--- src/rtl/stp_block_packer.sv ---
// Serial-to-parallel message-block assembler: collects DEPTH words into one
// DEPTH x WORD_W block with early termination, zero padding and byte swap.
module stp_block_packer #(
    parameter int WORD_W     = 32,
    parameter int DEPTH      = 16,
    parameter int CNT_W      = 5,
    parameter int FIRST_HIGH = 1
) (
    input  logic                    clk,
    input  logic                    rst,
    input  logic                    clear,
    input  logic                    in_valid,
    output logic                    in_ready,
    input  logic [WORD_W-1:0]       in_word,
    input  logic                    in_last,
    input  logic                    swap_bytes,
    output logic                    out_valid,
    input  logic                    out_ready,
    output logic [WORD_W*DEPTH-1:0] out_block,
    output logic [CNT_W-1:0]        out_count
);

    localparam int IDX_W = $clog2(DEPTH);
    localparam int NBYTE = WORD_W / 8;

    typedef enum logic {
        FILL = 1'b0,
        HOLD = 1'b1
    } state_t;

    state_t             state_r;
    logic [CNT_W-1:0]   ptr_r;
    logic [CNT_W-1:0]   count_r;
    logic               in_ready_r;
    logic               out_valid_r;
    logic [WORD_W-1:0]  slots_r [DEPTH];
    logic [IDX_W-1:0]   wr_idx_s;
    logic [WORD_W-1:0]  wr_data_s;
    logic               accept_s;
    logic               block_done_s;

    function automatic logic [WORD_W-1:0] byte_swap(input logic [WORD_W-1:0] w,
                                                    input logic en);
        logic [WORD_W-1:0] r;
        r = w;
        if (en) begin
            for (int b = 0; b < NBYTE; b++) begin
                r[b*8 +: 8] = w[(NBYTE-1-b)*8 +: 8];
            end
        end
        return r;
    endfunction

    // Slot selection and write-data shaping for the word being accepted.
    always_comb begin
        if (FIRST_HIGH != 0) begin
            wr_idx_s = IDX_W'(DEPTH - 1) - ptr_r[IDX_W-1:0];
        end else begin
            wr_idx_s = ptr_r[IDX_W-1:0];
        end
        wr_data_s    = byte_swap(in_word, swap_bytes);
        accept_s     = in_valid && in_ready_r && (state_r == FILL);
        block_done_s = in_last || (ptr_r == CNT_W'(DEPTH - 1));
    end

    // Block state, storage, pointer and registered handshake flags.
    always_ff @(posedge clk or posedge rst) begin
        if (rst) begin
            state_r     <= FILL;
            ptr_r       <= '0;
            count_r     <= '0;
            in_ready_r  <= 1'b0;
            out_valid_r <= 1'b0;
            for (int i = 0; i < DEPTH; i++) slots_r[i] <= '0;
        end else if (clear) begin
            state_r     <= FILL;
            ptr_r       <= '0;
            count_r     <= '0;
            in_ready_r  <= 1'b1;
            out_valid_r <= 1'b0;
            for (int i = 0; i < DEPTH; i++) slots_r[i] <= '0;
        end else begin
            case (state_r)
                FILL: begin
                    // in_ready_r is held low only for the first cycle after reset.
                    if (accept_s) begin
                        slots_r[wr_idx_s] <= wr_data_s;
                        if (block_done_s) begin
                            state_r     <= HOLD;
                            count_r     <= ptr_r + CNT_W'(1);
                            ptr_r       <= '0;
                            in_ready_r  <= 1'b0;
                            out_valid_r <= 1'b1;
                        end else begin
                            ptr_r <= ptr_r + CNT_W'(1);
                        end
                    end else begin
                        in_ready_r <= 1'b1;
                    end
                end
                HOLD: begin
                    // Zeroing on release gives the next block its padding for free.
                    if (out_ready) begin
                        state_r     <= FILL;
                        in_ready_r  <= 1'b1;
                        out_valid_r <= 1'b0;
                        for (int i = 0; i < DEPTH; i++) slots_r[i] <= '0;
                    end
                end
                default: begin
                    state_r     <= FILL;
                    ptr_r       <= '0;
                    in_ready_r  <= 1'b0;
                    out_valid_r <= 1'b0;
                end
            endcase
        end
    end

    genvar g;
    generate
        for (g = 0; g < DEPTH; g++) begin : g_pack
            assign out_block[g*WORD_W +: WORD_W] = slots_r[g];
        end
    endgenerate

    assign in_ready  = in_ready_r;
    assign out_valid = out_valid_r;
    assign out_count = count_r;

endmodule
--- config.mk ---
export PLATFORM = sky130hd
export DESIGN_NAME = stp_block_packer
export DESIGN_NICKNAME = d
export VERILOG_FILES = /design/src/rtl/stp_block_packer.sv
export SDC_FILE = /design/constraint.sdc
export NUM_CORES = 1
export LEC_CHECK = 0
export ABC_AREA = 1
export ABC_CLOCK_PERIOD_IN_PS = 20800
export CELL_PAD_IN_SITES_DETAIL_PLACEMENT = 0
export CELL_PAD_IN_SITES_GLOBAL_PLACEMENT = 1
export CORE_MARGIN = 5
export CORE_UTILIZATION = 37
export DETAILED_ROUTE_END_ITERATION = 7
export GPL_TIMING_DRIVEN = 0
export MAX_ROUTING_LAYER = met4
export PLACE_DENSITY_LB_ADDON = 0.1
export SETUP_SLACK_MARGIN = 0.02
export SYNTH_ARGS = -nofsm -noshare
export SYNTH_HDL_FRONTEND = slang
export SYNTH_SLANG_ARGS = --single-unit
export TNS_END_PERCENT = 5
--- constraint.sdc ---
create_clock -name clk -period 20.8 [get_ports clk]
set_input_delay 4.16 -clock clk [delete_from_list [all_inputs] [get_ports clk]]
set_output_delay 4.16 -clock clk [all_outputs]
set_load 0.02 [all_outputs]
==> run_results.csv, run 1 <==
group,metric,value,unit
global_routing,antenna_found_initial,5,
global_routing,grt_usage,29.0,%
sta,period_share,28.3,%
placement,dp_slack,14.28,ns
die,rows,90,
clock_network,cts_setup_buffers,0,
outcome,status,"completed",
final_layout,drive_above_1_share,10.7,%
clock_network,ctsResizeCount,0,
setup_path,crit_chain,"clkdlybuf4s50_1 -> nand3_2 -> nand2_2 -> clkbuf_1 -> buf_2 -> nand3_1 -> nand2_1",
die,start_util,37.1,%
power_and_ir_drop,ir_drop,0.0547,mV
synthesis,syn_inst,2536,
detailed_routing,drt-pass1-iter-count,5,
clock_network,clock_latency,0.62,ns
worst_hold_path,hp-class,"reg -> reg",
setup_path,cp-start-kind,"input port",
clock_network,cts_buffers,57,
setup_path,critPathSlowestCell,"clkbuf_1",
clock_network,htreeDepth,2,
clock_network,root_buffer,"clkbuf_16",
placement,dp_hpwl,70300,microns
die,die_h,255,microns
synthesis,yosysTopAreaCell,"dfrtp_1",
detailed_routing,detail-route-antenna-nets,0,
global_routing,grt_max_degree,130,
clock_network,clock_path_buffers,3,
sta,slew_headroom,34.2,%
setup_path,crit_path_start,"in_valid",
clock_network,cts_hold_buf,0,
power_and_ir_drop,power_density,77.7,nW/um^2
setup_path,r2r-end,"out_count[2]",
sta,setup_tns,0,ns
synthesis,synth.distinct_cells,21,
detailed_routing,route.detailed.drc,0,
setup_path,cp_top_family,"buffers and inverters",
global_routing,grt_overflow_total,0,
sta,hold_slack,0.470,ns
synthesis,synth_nets,2580,
sta,final.setup_skew,0.0124,ns
setup_path,crit_fanout,10,
sta,setup_viol,0,
setup_path,cp.depth,7,
synthesis,ys.flop_type,"dfrtp_1",
placement,place_inst,3877,
detailed_routing,routed_via_density,5.17,
detailed_routing,num_vias,20600,
final_layout,syn2layout_area_growth,38.8,%
setup_path,worst_r2r_path_depth,12,
sta,finalHoldViolations,0,
setup_path,endpoint,"out_block[282]",
flow_run,drv_cap,0,
sta,max_freq,170,MHz
placement,gp_congestion,0.937,
setup_path,crit-reg2reg-launch,"ptr_r[0]",
sta,tightest_slew,0.984,ns
synthesis,synth_area_leaders,"dfrtp_1 (59%), nand2_1 (20%), nand3_1 (10%)",
die,die_area,65200,sq um
clock_network,clk_pin_slew,0.06,ns
detailed_routing,drt_iter0_drc,1595,
clock_network,cts_tree,"built",
clock_network,clock_sinks,525,
detailed_routing,wirelength,94700,microns
global_routing,grt_pass1_vias,19900,
synthesis,syn_area,22300,sq um
synthesis,synth_warnings,0,
die,dieWidth,255,microns
sta,rsz0062_at_grt,"false",
detailed_routing,routedWlPerCell,23.8,microns
synthesis,synth_edf_count,0,
setup_path,cp_slowest_stage_delay,0.74,ns
sta,finalMaxSlewViolations,0,
synthesis,avgSynthCellArea,8.78,sq um
setup_path,cp.arrival,6.44,ns
setup_path,critPathKind,"in -> reg",
setup_path,crit_buf_inv,3,
synthesis,ys_seq_area_share,59.0,%
setup_path,cp.required,21.35,ns
global_routing,grt_pass1_wl,136000,microns
final_layout,stdcell_count,3983,
worst_hold_path,min_path_cells,2,
die,core,60000,sq um
synthesis,synth.top_cell.area_share,59.0,%
final_layout,final_nets,3198,
synthesis,async_flop_share,100,%
synthesis,ys_ff_latch,525,
die,io-pin-count,558,
placement,port_buffers,555,
sta,setup_ws,14.91,ns
setup_path,r2r_slack,18.28,ns
power_and_ir_drop,power.leakage,16.0,nW
sta,min_period,5.89,ns
setup_path,endpoint_kind,"flop",
-- per-layer routing --
metal  share of wire [%]  global-route usage, %
met5                   0                      -
met2                  46                   44.1
met3                 8.0                   6.22
met4                 3.0                   7.86
met1                  43                   39.7
-- synthesized netlist by cell type (6+ instances only) --
library cell and number:
nand2_1 1175, dfrtp_1 525, nand3_1 456, buf_2 149, nand4_1 59, buf_4 36
a21oi_4 29, inv_1 22, nor2_1 20, nand2_2 16, o21ai_0 13, clkbuf_1 10
buf_1 6
-- state kept, by name, summed over array words and instances, names as in the netlist --
register   flops
out_block    512
ptr_r          5
state_r        1
out_valid      1
out_count      5
in_ready       1
-- power by group --
part           leakage [nW]  total [mW]  internal [mW]  switching (mW)
clock                 0.978        1.06          0.636           0.428
combinational          7.73       0.289         0.0760           0.213
sequential             7.30        1.05           1.04          0.0110
total                  16.0        2.40           1.75           0.652
-- worst min path at each step --
stage	start	to	slack (ns)
2_1_floorplan	ptr_r[4]	ptr_r[4]	0.45
3_3_place_gp	out_block[144]	out_block[144]	0.45
3_5_place_dp	out_block[252]	out_block[252]	0.46
4_1_cts	out_block[223]	out_block[223]	0.47
5_1_grt	out_block[159]	out_block[159]	0.49
6_report	out_block[381]	out_block[381]	0.47
-- layout make-up --
type / instances / area, sq um
diodes: 3 / 7.51
inverters: 24 / 97.6
clock inverters: 15 / 185
plain buffers: 206 / 1130
multi-input cells: 1781 / 7900
clock buffers: 88 / 1790
repair buffers: 559 / 5670
well taps: 782 / 978
flip-flops and latches: 525 / 13100
fillers: 5619 / 29100
-- worst reg2reg max path: stages (launching register included) --
cell     delay (ns)
dfrtp_1        0.43
ha_1           0.22
inv_1          0.11
nor2_1         0.37
buf_2          0.39
ha_1           0.22
nor2_1         0.06
inv_1          0.09
nand2_1        0.10
nand2_1        0.17
inv_1          0.12
nand2_1        0.07
nand2_1        0.05
-- stage by stage --
stage	cell area, sq um	util (%)	total power [mW]
floorplan	22300	-	1.22
global placement	28800	48.0	1.35
detailed placement	28900	48.2	1.35
CTS	30900	51.5	2.42
global route	30900	51.5	2.48
finish	30900	51.5	2.40
-- kinds of logic (layout without fill, tap and decap cells) --
group / Yosys count / count (layout) / synth area share (%)
AND/OR/NAND/NOR: 1728 / 1728 / 32.6
flip-flops: 525 / 525 / 59.0
buffers and inverters: 230 / 892 / 5.49
AO/OA/AOI/OAI: 48 / 48 / 2.61
adder cells (fa/ha/maj): 5 / 5 / 0.281
other: 0 / 3 / 0
-- placed cells by master (no fill, tap or decap), types with 3 or more instances in the layout --
cell,Yosys,layout
nand2_1,1175,1175
clkdlybuf4s50_1,0,555
dfrtp_1,525,525
nand3_1,456,456
buf_2,149,149
nand4_1,59,59
clkbuf_16,0,59
buf_4,36,36
a21oi_4,29,29
inv_1,22,21
nor2_1,20,20
clkbuf_8,0,20
clkbuf_1,10,19
nand2_2,16,16
o21ai_0,13,13
clkinv_2,0,8
buf_1,6,6
buf_6,5,5
ha_1,5,5
bufinv_16,0,4
buf_16,0,4
diode_2,0,3
a21oi_2,3,3
Note: power is estimated with default switching activity, not from simulation.
==> run 2: changes to the inputs <==
--- a/config.mk
+++ b/config.mk
@@ -6,11 +6,11 @@
 export NUM_CORES = 1
 export LEC_CHECK = 0
 export ABC_AREA = 1
-export ABC_CLOCK_PERIOD_IN_PS = 20800
+export ABC_CLOCK_PERIOD_IN_PS = 4800
 export CELL_PAD_IN_SITES_DETAIL_PLACEMENT = 0
 export CELL_PAD_IN_SITES_GLOBAL_PLACEMENT = 1
 export CORE_MARGIN = 5
-export CORE_UTILIZATION = 37
+export CORE_UTILIZATION = 33
 export DETAILED_ROUTE_END_ITERATION = 7
 export GPL_TIMING_DRIVEN = 0
 export MAX_ROUTING_LAYER = met4
==> constraint.sdc (replaced) <==
create_clock -name clk -period 4.8 [get_ports clk]
set_input_delay 0.96 -clock clk [delete_from_list [all_inputs] [get_ports clk]]
set_output_delay 0.96 -clock clk [all_outputs]
set_load 0.02 [all_outputs]
==> run 2 against run 1 <==
  * Sequential cell count did not move
  * Register-to-register slack lost 16 ns
  * Clock skew grew 0.0080 ns
  * Combinational power rose to 4.4 times the previous value
  * Die area grew 12%
  * Clock-buffer cell count up 1
  * Non-clock buffer count up 10
  * Sequential power grew to 4.3 times the previous value
  * Via count shrank 0.27%
  * Power rose to 4.3 times the previous value
  * Worst setup slack got worse by 13 ns
  * Largest cell class unchanged
==> run_results.csv, run 2 (synthesis results as in run 1) <==
group,metric,value,unit
outcome,status,"completed",
sta,period_share,56.8,%
detailed_routing,detail-route-antenna-nets,0,
clock_network,clock_path_buffers,3,
sta,finalHoldViolations,0,
clock_network,clock_latency,0.63,ns
setup_path,crit-reg2reg-launch,"ptr_r[0]",
die,core,67000,sq um
die,die_area,72800,sq um
die,die_h,270,microns
setup_path,r2r_slack,2.28,ns
power_and_ir_drop,power_density,334,nW/um^2
detailed_routing,num_vias,20500,
global_routing,grt_overflow_total,0,
clock_network,cts_hold_buf,0,
global_routing,grt_max_degree,45,
flow_run,drv_cap,0,
setup_path,cp.required,5.36,ns
die,io-pin-count,558,
sta,hold_slack,0.468,ns
final_layout,largest_register_ffs,512,
sta,rsz0062_at_grt,"false",
detailed_routing,routedWlPerCell,24.0,microns
setup_path,crit_fanout,10,
detailed_routing,routed_via_density,5.02,
final_layout,layout_common_cells,"nand2_1 (1175), clkdlybuf4s50_1 (555), dfrtp_1 (525)",
power_and_ir_drop,ir_drop,0.283,mV
worst_hold_path,hp-class,"reg -> reg",
clock_network,ctsResizeCount,0,
detailed_routing,wirelength,98100,microns
global_routing,antenna_found_initial,4,
setup_path,worst_r2r_path_depth,12,
power_and_ir_drop,p_total,10.4,mW
die,rows,95,
setup_path,r2r-end,"out_count[1]",
final_layout,final_nets,3210,
detailed_routing,drt_iter0_drc,2035,
global_routing,grt_usage,26.9,%
sta,min_period,2.73,ns
setup_path,endpoint_kind,"flop",
sta,setup_viol,0,
clock_network,clock_sinks,525,
power_and_ir_drop,power.leakage,16.1,nW
sta,tightest_slew,1.08,ns
setup_path,cp-start-kind,"input port",
sta,setup_tns,0,ns
global_routing,grt_pass1_wl,142000,microns
clock_network,cts_tree,"built",
sta,finalMaxSlewViolations,0,
clock_network,htreeDepth,2,
setup_path,critPathKind,"in -> reg",
clock_network,clk_pin_slew,0.06,ns
detailed_routing,drt-pass1-iter-count,5,
die,start_util,33.2,%
final_layout,syn2layout_area_growth,40.1,%
placement,gp_congestion,0.886,
placement,dp_hpwl,73700,microns
sta,slew_headroom,28.2,%
global_routing,grt_pass1_vias,20300,
clock_network,root_buffer,"clkbuf_16",
sta,max_freq,367,MHz
final_layout,drive_above_1_share,10.9,%
setup_path,endpoint,"out_block[280]",
setup_path,crit_path_start,"in_valid",
detailed_routing,route.detailed.drc,0,
sta,final.setup_skew,0.0204,ns
clock_network,cts_buffers,59,
setup_path,cp.arrival,3.29,ns
clock_network,cts_setup_buffers,0,
placement,port_buffers,555,
die,dieWidth,270,microns
final_layout,layout_commonest_cell,"nand2_1",
[run 2: cell count changes in the layout (fill, tap and decap cells not counted), sizes merged]
| cell | before | now |
|---|---|---|
| buf | 200 | 210 |
| clkbuf | 98 | 99 |
| clkinv | 9 | 14 |
| clkinvlp | 1 | 2 |
| diode | 3 | 5 |
[run 2: stage by stage]
step           worst slack [ns]  area, sq um  util, %  std cells
6_report                   2.07        31200     46.5       4093
5_1_grt                    1.96        31200     46.5       4092
4_1_cts                    2.03        31200     46.5       4088
3_5_place_dp               1.41        29200     43.5       3978
3_3_place_gp              -6.85        28900     43.1       3964
2_1_floorplan             -3.29        22300        -       2536
[run 2: power breakdown]
part           total (mW)  switching [mW]  leakage (nW)  internal [mW]
Sequential           4.54          0.0485          7.30           4.49
Clock                4.61            1.89         0.981           2.72
Combinational        1.28           0.937          7.80          0.343
[run 2: worst min path at each step]
stage	startpoint	endpoint	cells past startpoint
CTS	out_block[368]	out_block[368]	2
finish	out_block[183]	out_block[183]	2
detailed placement	out_block[368]	out_block[368]	2
global route	out_block[205]	out_block[205]	2
global placement	out_block[242]	out_block[242]	2
floorplan	ptr_r[4]	ptr_r[4]	2
[run 2: critical path: stages]
cell             delay, ns
clkdlybuf4s50_1       0.50
nand3_2               0.11
nand2_2               0.23
clkbuf_1              0.78
buf_2                 0.48
nand3_1               0.12
nand2_1               0.08
[run 2: layer usage]
metal  track usage [%]  share of wire, %  routed length [microns]
met1              35.3                43                    42400
met2              40.9                45                    44400
met3              6.75               7.7                     7590
met4              9.23               3.8                     3760
met5                 -                 0                        0
[run 2: layout make-up]
| class | instances | area [sq um] |
|---|---|---|
| Inverter | 24 | 93.8 |
| Clock buffer | 89 | 1750 |
| Sequential cell | 525 | 13100 |
| Timing Repair Buffer | 569 | 5840 |
| Tap cell | 873 | 1090 |
| Clock inverter | 21 | 226 |
| Multi-Input combinational cell | 1781 | 7900 |
| Antenna cell | 5 | 12.5 |
| Fill cell | 6527 | 35900 |
| Buffer | 206 | 1130 |
